--- src/rtl/instr_fetch_unit.sv ---
// ============================================================================
// Module   : instr_fetch_unit
// Purpose  : Fetch stage owning the PC; registers imem words towards decode over
//            valid/ready, halting on misaligned/out-of-range PCs.
// Options  : FETCH_SKID_EN selects a 2-entry output FIFO instead of one register.
// Revision : 1.0 - initial release
// ============================================================================
`default_nettype none

module instr_fetch_unit #(
    parameter logic [31:0] RESET_PC   = 32'h0000_0000,
    parameter int unsigned IMEM_WORDS = 8,
    parameter logic [31:0] ERR_INSTR  = 32'hDEAD_BEEF
) (
    input  logic        clk,
    input  logic        rst_n,
    output logic [31:0] imem_addr_o,
    input  logic [31:0] imem_data_i,
    input  logic        redirect_valid_i,
    input  logic [31:0] redirect_pc_i,
    output logic        id_valid_o,
    input  logic        id_ready_i,
    output logic [31:0] id_instr_o,
    output logic [31:0] id_pc_o,
    output logic        fault_o,
    output logic [1:0]  fault_cause_o
);

    localparam logic [29:0] IMEM_LIMIT = 30'(IMEM_WORDS);

    typedef enum logic [1:0] {
        ST_BOOT  = 2'd0,
        ST_RUN   = 2'd1,
        ST_FAULT = 2'd2
    } state_e;

    state_e      state_q, state_d;
    logic [31:0] pc_q, pc_d;
    logic        fault_q, fault_d;
    logic [1:0]  cause_q, cause_d;

    logic        w_misaligned, w_out_of_range;
    logic        w_slot_free, w_drained;
    logic        w_issue, w_pop, w_flush;
    logic        w_head_valid;
    logic [31:0] w_head_instr, w_head_pc;

    assign w_misaligned   = (pc_q[1:0] != 2'b00);
    assign w_out_of_range = (pc_q[31:2] >= IMEM_LIMIT);
    assign w_flush        = redirect_valid_i;

`ifdef FETCH_SKID_EN
    logic [31:0] buf_instr_q [2];
    logic [31:0] buf_pc_q    [2];
    logic        rd_ptr_q, wr_ptr_q;
    logic [1:0]  count_q;

    // Issue depends only on occupancy so id_ready never reaches imem_addr.
    assign w_slot_free  = (count_q != 2'd2);
    assign w_pop        = (count_q != 2'd0) && id_ready_i;
    assign w_drained    = (count_q == 2'd0) || ((count_q == 2'd1) && id_ready_i);
    assign w_head_valid = (count_q != 2'd0);
    assign w_head_instr = buf_instr_q[rd_ptr_q];
    assign w_head_pc    = buf_pc_q[rd_ptr_q];

    always_ff @(posedge clk or negedge rst_n) begin
        if (!rst_n) begin
            buf_instr_q[0] <= '0;
            buf_instr_q[1] <= '0;
            buf_pc_q[0]    <= '0;
            buf_pc_q[1]    <= '0;
            rd_ptr_q       <= 1'b0;
            wr_ptr_q       <= 1'b0;
            count_q        <= 2'd0;
        end else if (w_flush) begin
            rd_ptr_q <= wr_ptr_q;
            count_q  <= 2'd0;
        end else begin
            if (w_issue) begin
                buf_instr_q[wr_ptr_q] <= imem_data_i;
                buf_pc_q[wr_ptr_q]    <= pc_q;
                wr_ptr_q              <= ~wr_ptr_q;
            end
            if (w_pop) begin
                rd_ptr_q <= ~rd_ptr_q;
            end
            count_q <= count_q + 2'(w_issue) - 2'(w_pop);
        end
    end
`else
    logic        valid_q;
    logic [31:0] instr_q, ipc_q;

    assign w_slot_free  = !valid_q || id_ready_i;
    assign w_pop        = valid_q && id_ready_i;
    assign w_drained    = w_slot_free;
    assign w_head_valid = valid_q;
    assign w_head_instr = instr_q;
    assign w_head_pc    = ipc_q;

    always_ff @(posedge clk or negedge rst_n) begin
        if (!rst_n) begin
            valid_q <= 1'b0;
            instr_q <= '0;
            ipc_q   <= '0;
        end else if (w_flush) begin
            valid_q <= 1'b0;
        end else if (w_issue) begin
            valid_q <= 1'b1;
            instr_q <= imem_data_i;
            ipc_q   <= pc_q;
        end else if (w_pop) begin
            valid_q <= 1'b0;
        end
    end
`endif

    always_ff @(posedge clk or negedge rst_n) begin
        if (!rst_n) begin
            state_q <= ST_BOOT;
            pc_q    <= RESET_PC;
            fault_q <= 1'b0;
            cause_q <= 2'b00;
        end else begin
            state_q <= state_d;
            pc_q    <= pc_d;
            fault_q <= fault_d;
            cause_q <= cause_d;
        end
    end

    always_comb begin
        state_d = state_q;
        pc_d    = pc_q;
        fault_d = fault_q;
        cause_d = cause_q;
        w_issue = 1'b0;
        if (redirect_valid_i) begin
            state_d = ST_RUN;
            pc_d    = redirect_pc_i;
            fault_d = 1'b0;
            cause_d = 2'b00;
        end else begin
            case (state_q)
                ST_BOOT: state_d = ST_RUN;
                ST_RUN: begin
                    if (w_misaligned || w_out_of_range) begin
                        // Bad PC is held; fault only once buffered entries are consumed.
                        if (w_drained) begin
                            state_d = ST_FAULT;
                            fault_d = 1'b1;
                            cause_d = w_misaligned ? 2'b01 : 2'b10;
                        end
                    end else if (w_slot_free) begin
                        w_issue = 1'b1;
                        pc_d    = pc_q + 32'd4;
                    end
                end
                ST_FAULT: state_d = ST_FAULT;
                default:  state_d = ST_BOOT;
            endcase
        end
    end

    assign imem_addr_o   = pc_q;
    assign id_valid_o    = w_head_valid;
    assign id_instr_o    = (state_q == ST_FAULT) ? ERR_INSTR : w_head_instr;
    assign id_pc_o       = w_head_pc;
    assign fault_o       = fault_q;
    assign fault_cause_o = cause_q;

endmodule

`default_nettype wire
--- config.mk ---
export PLATFORM = sky130hd
export DESIGN_NAME = instr_fetch_unit
export DESIGN_NICKNAME = d
export VERILOG_FILES = /design/src/rtl/instr_fetch_unit.sv
export SDC_FILE = /design/constraint.sdc
export NUM_CORES = 1
export LEC_CHECK = 0
export BUFFER_PORTS_ARGS = -buffer_cell sky130_fd_sc_hd__buf_2
export CORE_MARGIN = 2
export CORE_UTILIZATION = 26
export CTS_BUF_LIST = sky130_fd_sc_hd__clkbuf_4
export DETAILED_ROUTE_END_ITERATION = 10
export SLEW_MARGIN = 20
export SYNTH_ARGS = -nofsm -noshare
export SYNTH_HDL_FRONTEND = slang
export SYNTH_SLANG_ARGS = --single-unit
export TNS_END_PERCENT = 10
--- constraint.sdc ---
create_clock -name clk -period 2.4 [get_ports clk]
set_input_delay 0.48 -clock clk [delete_from_list [all_inputs] [get_ports clk]]
set_output_delay 0.48 -clock clk [all_outputs]
set_load 0.05 [all_outputs]
==> results.toml <==
[floorplan]
die_y_um = 130
io_pins = 168
rows = 45
initial_utilization_pct = 26.8
die_area_sq_um = 16800
die_width_um = 130
core-area_sq_um = 15300

[synthesis]
synth_area_leaders = "dfrtp_1, mux2_2, nor2b_1, or2_2, ha_1"
ys_ff_latch = 102
synth_edf_count = 0
synth.cell_area_sq_um = 4100
synth_top_area_cell = "dfrtp_1"
synth_most_common_cell = "dfrtp_1"
yosys_warnings = 0
async_flop_share_pct = 100
syn_inst = 299
synth_cell_type_count = 28
syn_avg_cell_area_sq_um = 13.7
synth_top_area_share_pct = 62.3
syn-num-nets = 372
synth_common_cells = "dfrtp_1, mux2_2, nor2b_1"
yosysSeqAreaShare_pct = 62.3
synthFlopType = "dfrtp_1"

[clock_network]
cts_made_buffers = 9
numClockSinks = 102
cts_tree = "yes"
cts_buffer_depth = 2
worstSkewPairLatency_ns = 0.46
clk_pin_slew_worst_paths_ns = 0.14
clock-root-buffer = "clkbuf_4"
htree_levels = 3

[cells_and_area]
nets = 547
area_growth_pct = 32.6
diodes = 0
final.fill_count = 1525
drive_above_1_share_pct = 57.9

[sta]
tightest_slew_ns = 0.527
min_period_over_period_pct = 94.3
whs_ns = 0.223
setup_ws_ns = 0.137
setup_viol = 0
final-hold-violation-count = 0
drv_slew = 0
timing.final.crit_period_ns = 2.26
slew_headroom_pct = 64.9
fmax_mhz = 442
rsz0062_at_grt = "true"
totalNegativeSetupSlack_ns = 0
fin_skew_ns = 0.00794

[detailed_routing]
drc = 0
post_drt_wl_per_cell_um = 14.3
drt_first_pass_iters = 4
drt_iter0_drc = 56
drt_wl_total_mm = 9.86
vias = 2857
ant_nets = 0
viasPerCell = 4.15

[hold_path]
hold-path-endpoint = "imem_addr_o[2]"
hold_path.startpoint = "redirect_pc_i[2]"
hold_class = "in -> reg"
whs_path_depth = 3

[place]
place_ws_ns = 0.0322
gp_congestion = 0.701
dpl.hpwl_mm = 6.90
port_buffers = 167

[critical_path]
setup.worst_path.end_class = "flop"
regToRegStartpoint = "imem_addr_o[31]"
reg2reg_slack_ns = 0.14
crit_type = "reg -> reg"
cp.arrival_ns = 2.62
cp_max_fo = 32
start_kind = "flop"
critPathRequiredTime_ns = 2.76
r2r-end = "instr_q[23]"
rr_worst_depth = 7

[global_routing]
grt_pass1_wl_mm = 14.8
grt_start_max_net_pins = 65
grt_usage_pct = 11.6
grt-busiest-layer = "met2"
use_met1_pct = 14.5
gr-total-overflow = 0
use_met3_pct = 4.25
use_met2_pct = 18.5
grt_pass1_vias = 2894
antenna_found_initial = 0

[flow_run]
max_cap_viol_count = 0

[power]
leakagePower_uw = 0.00296
peakVddDrop_uv = 249
powerDensity_nw_per_um2 = 613
p_total_uw = 3330

[outcome]
outcome = "completed"
==> area by class of cell <==
type | instances | area [sq um] | share of cell area [%]
flip-flops and latches | 102 | 2550 | 47.0
repair buffers | 178 | 1020 | 18.8
clock buffers | 11 | 82.6 | 1.52
well taps | 211 | 264 | 4.86
multi-input cells | 176 | 1470 | 27.1
inverters | 7 | 26.3 | 0.484
clock inverters | 4 | 15.0 | 0.276
==> state kept, by name, summed over array words and instances (netlist names) <==
name	flops
fault_cause_o	2
id_pc_o	32
id_valid_o	1
instr_q	32
imem_addr_o	32
state_q	2
fault_o	1
==> critical path: stages, from the launching register on <==
cell and delay [ns]:
dfrtp_1 0.44, nor4_4 0.30, buf_4 0.15, nand4_1 0.17, nor4_4 0.30, buf_4 0.18, clkbuf_16 0.22, mux2_2 0.36
==> routing by layer <==
| metal | share of wire [%] | wire length, um |
|---|---|---|
| met1 | 45 | 4430 |
| met2 | 46 | 4560 |
| met3 | 7.6 | 753 |
| met5 | 0 | 0 |
| met4 | 1.2 | 114 |
==> layout by cell type, fill, tap and decap left out, types with 3 or more instances in the layout <==
cell type,instances
buf_2,142
inv_1,7
clkbuf_4,35
nor4_1,5
nor2b_1,37
nor2_1,5
nor3_1,3
o21ai_0,4
nand2_1,6
a21oi_1,5
buf_4,8
nand2b_1,3
dfrtp_1,102
mux2_2,60
or2_2,24
clkinv_1,4
ha_1,4
==> stage by stage <==
stage,cell area (sq um),utilization [%],cells
finish,5430,35.5,689
detailed placement,5200,34.0,671
global route,5430,35.5,689
global placement,5200,34.0,671
floorplan,4100,-,299
CTS,5320,34.8,687
==> worst max path at each step <==
| stage | endpoint | slack [ns] | depth (start not counted) | startpoint |
|---|---|---|---|---|
| detailed placement | id_instr_o[9] | 0.03 | 4 | state_q[0] |
| global route | instr_q[23] | -0.004 | 7 | imem_addr_o[31] |
| CTS | id_instr_o[0] | 0.03 | 4 | state_q[0] |
| finish | instr_q[23] | 0.14 | 7 | imem_addr_o[31] |
| global placement | instr_q[23] | 0.13 | 6 | imem_addr_o[8] |
| floorplan | instr_q[10] | 0.05 | 5 | imem_addr_o[12] |
==> where the power goes <==
group          switching, uW  total [uW]  leakage (uW)  internal, uW
registers               59.8        1840       0.00135          1780
logic                    507         732       0.00156           224
clock network            540         759     0.0000569           219
==> cell families (layout without fill, tap and decap cells) <==
family | Yosys count | after routing | synth area share (%)
AOI/OAI and AO/OA | 12 | 12 | 1.68
xor gates and xnor gates | 2 | 2 | 0.428
adders and majority gates | 5 | 5 | 1.53
buffers and inverters | 21 | 200 | 2.66
DFF | 102 | 102 | 62.3
muxes | 65 | 65 | 17.8
and+or+nand+nor | 92 | 92 | 13.6
==> timing repair <==
| action | CTS | global route |
|---|---|---|
| buffers inserted | 0 | 1 |
| hold buffers | 1 | 0 |
| gates resized for setup | 2 | 30 |
| pin swaps | 0 | 2 |
| setup endpoints to repair | 32 | 57 |
| cloned | 0 | 1 |
| endpoints found under the hold margin | 30 | 0 |
(Power assumes the default switching activity.)
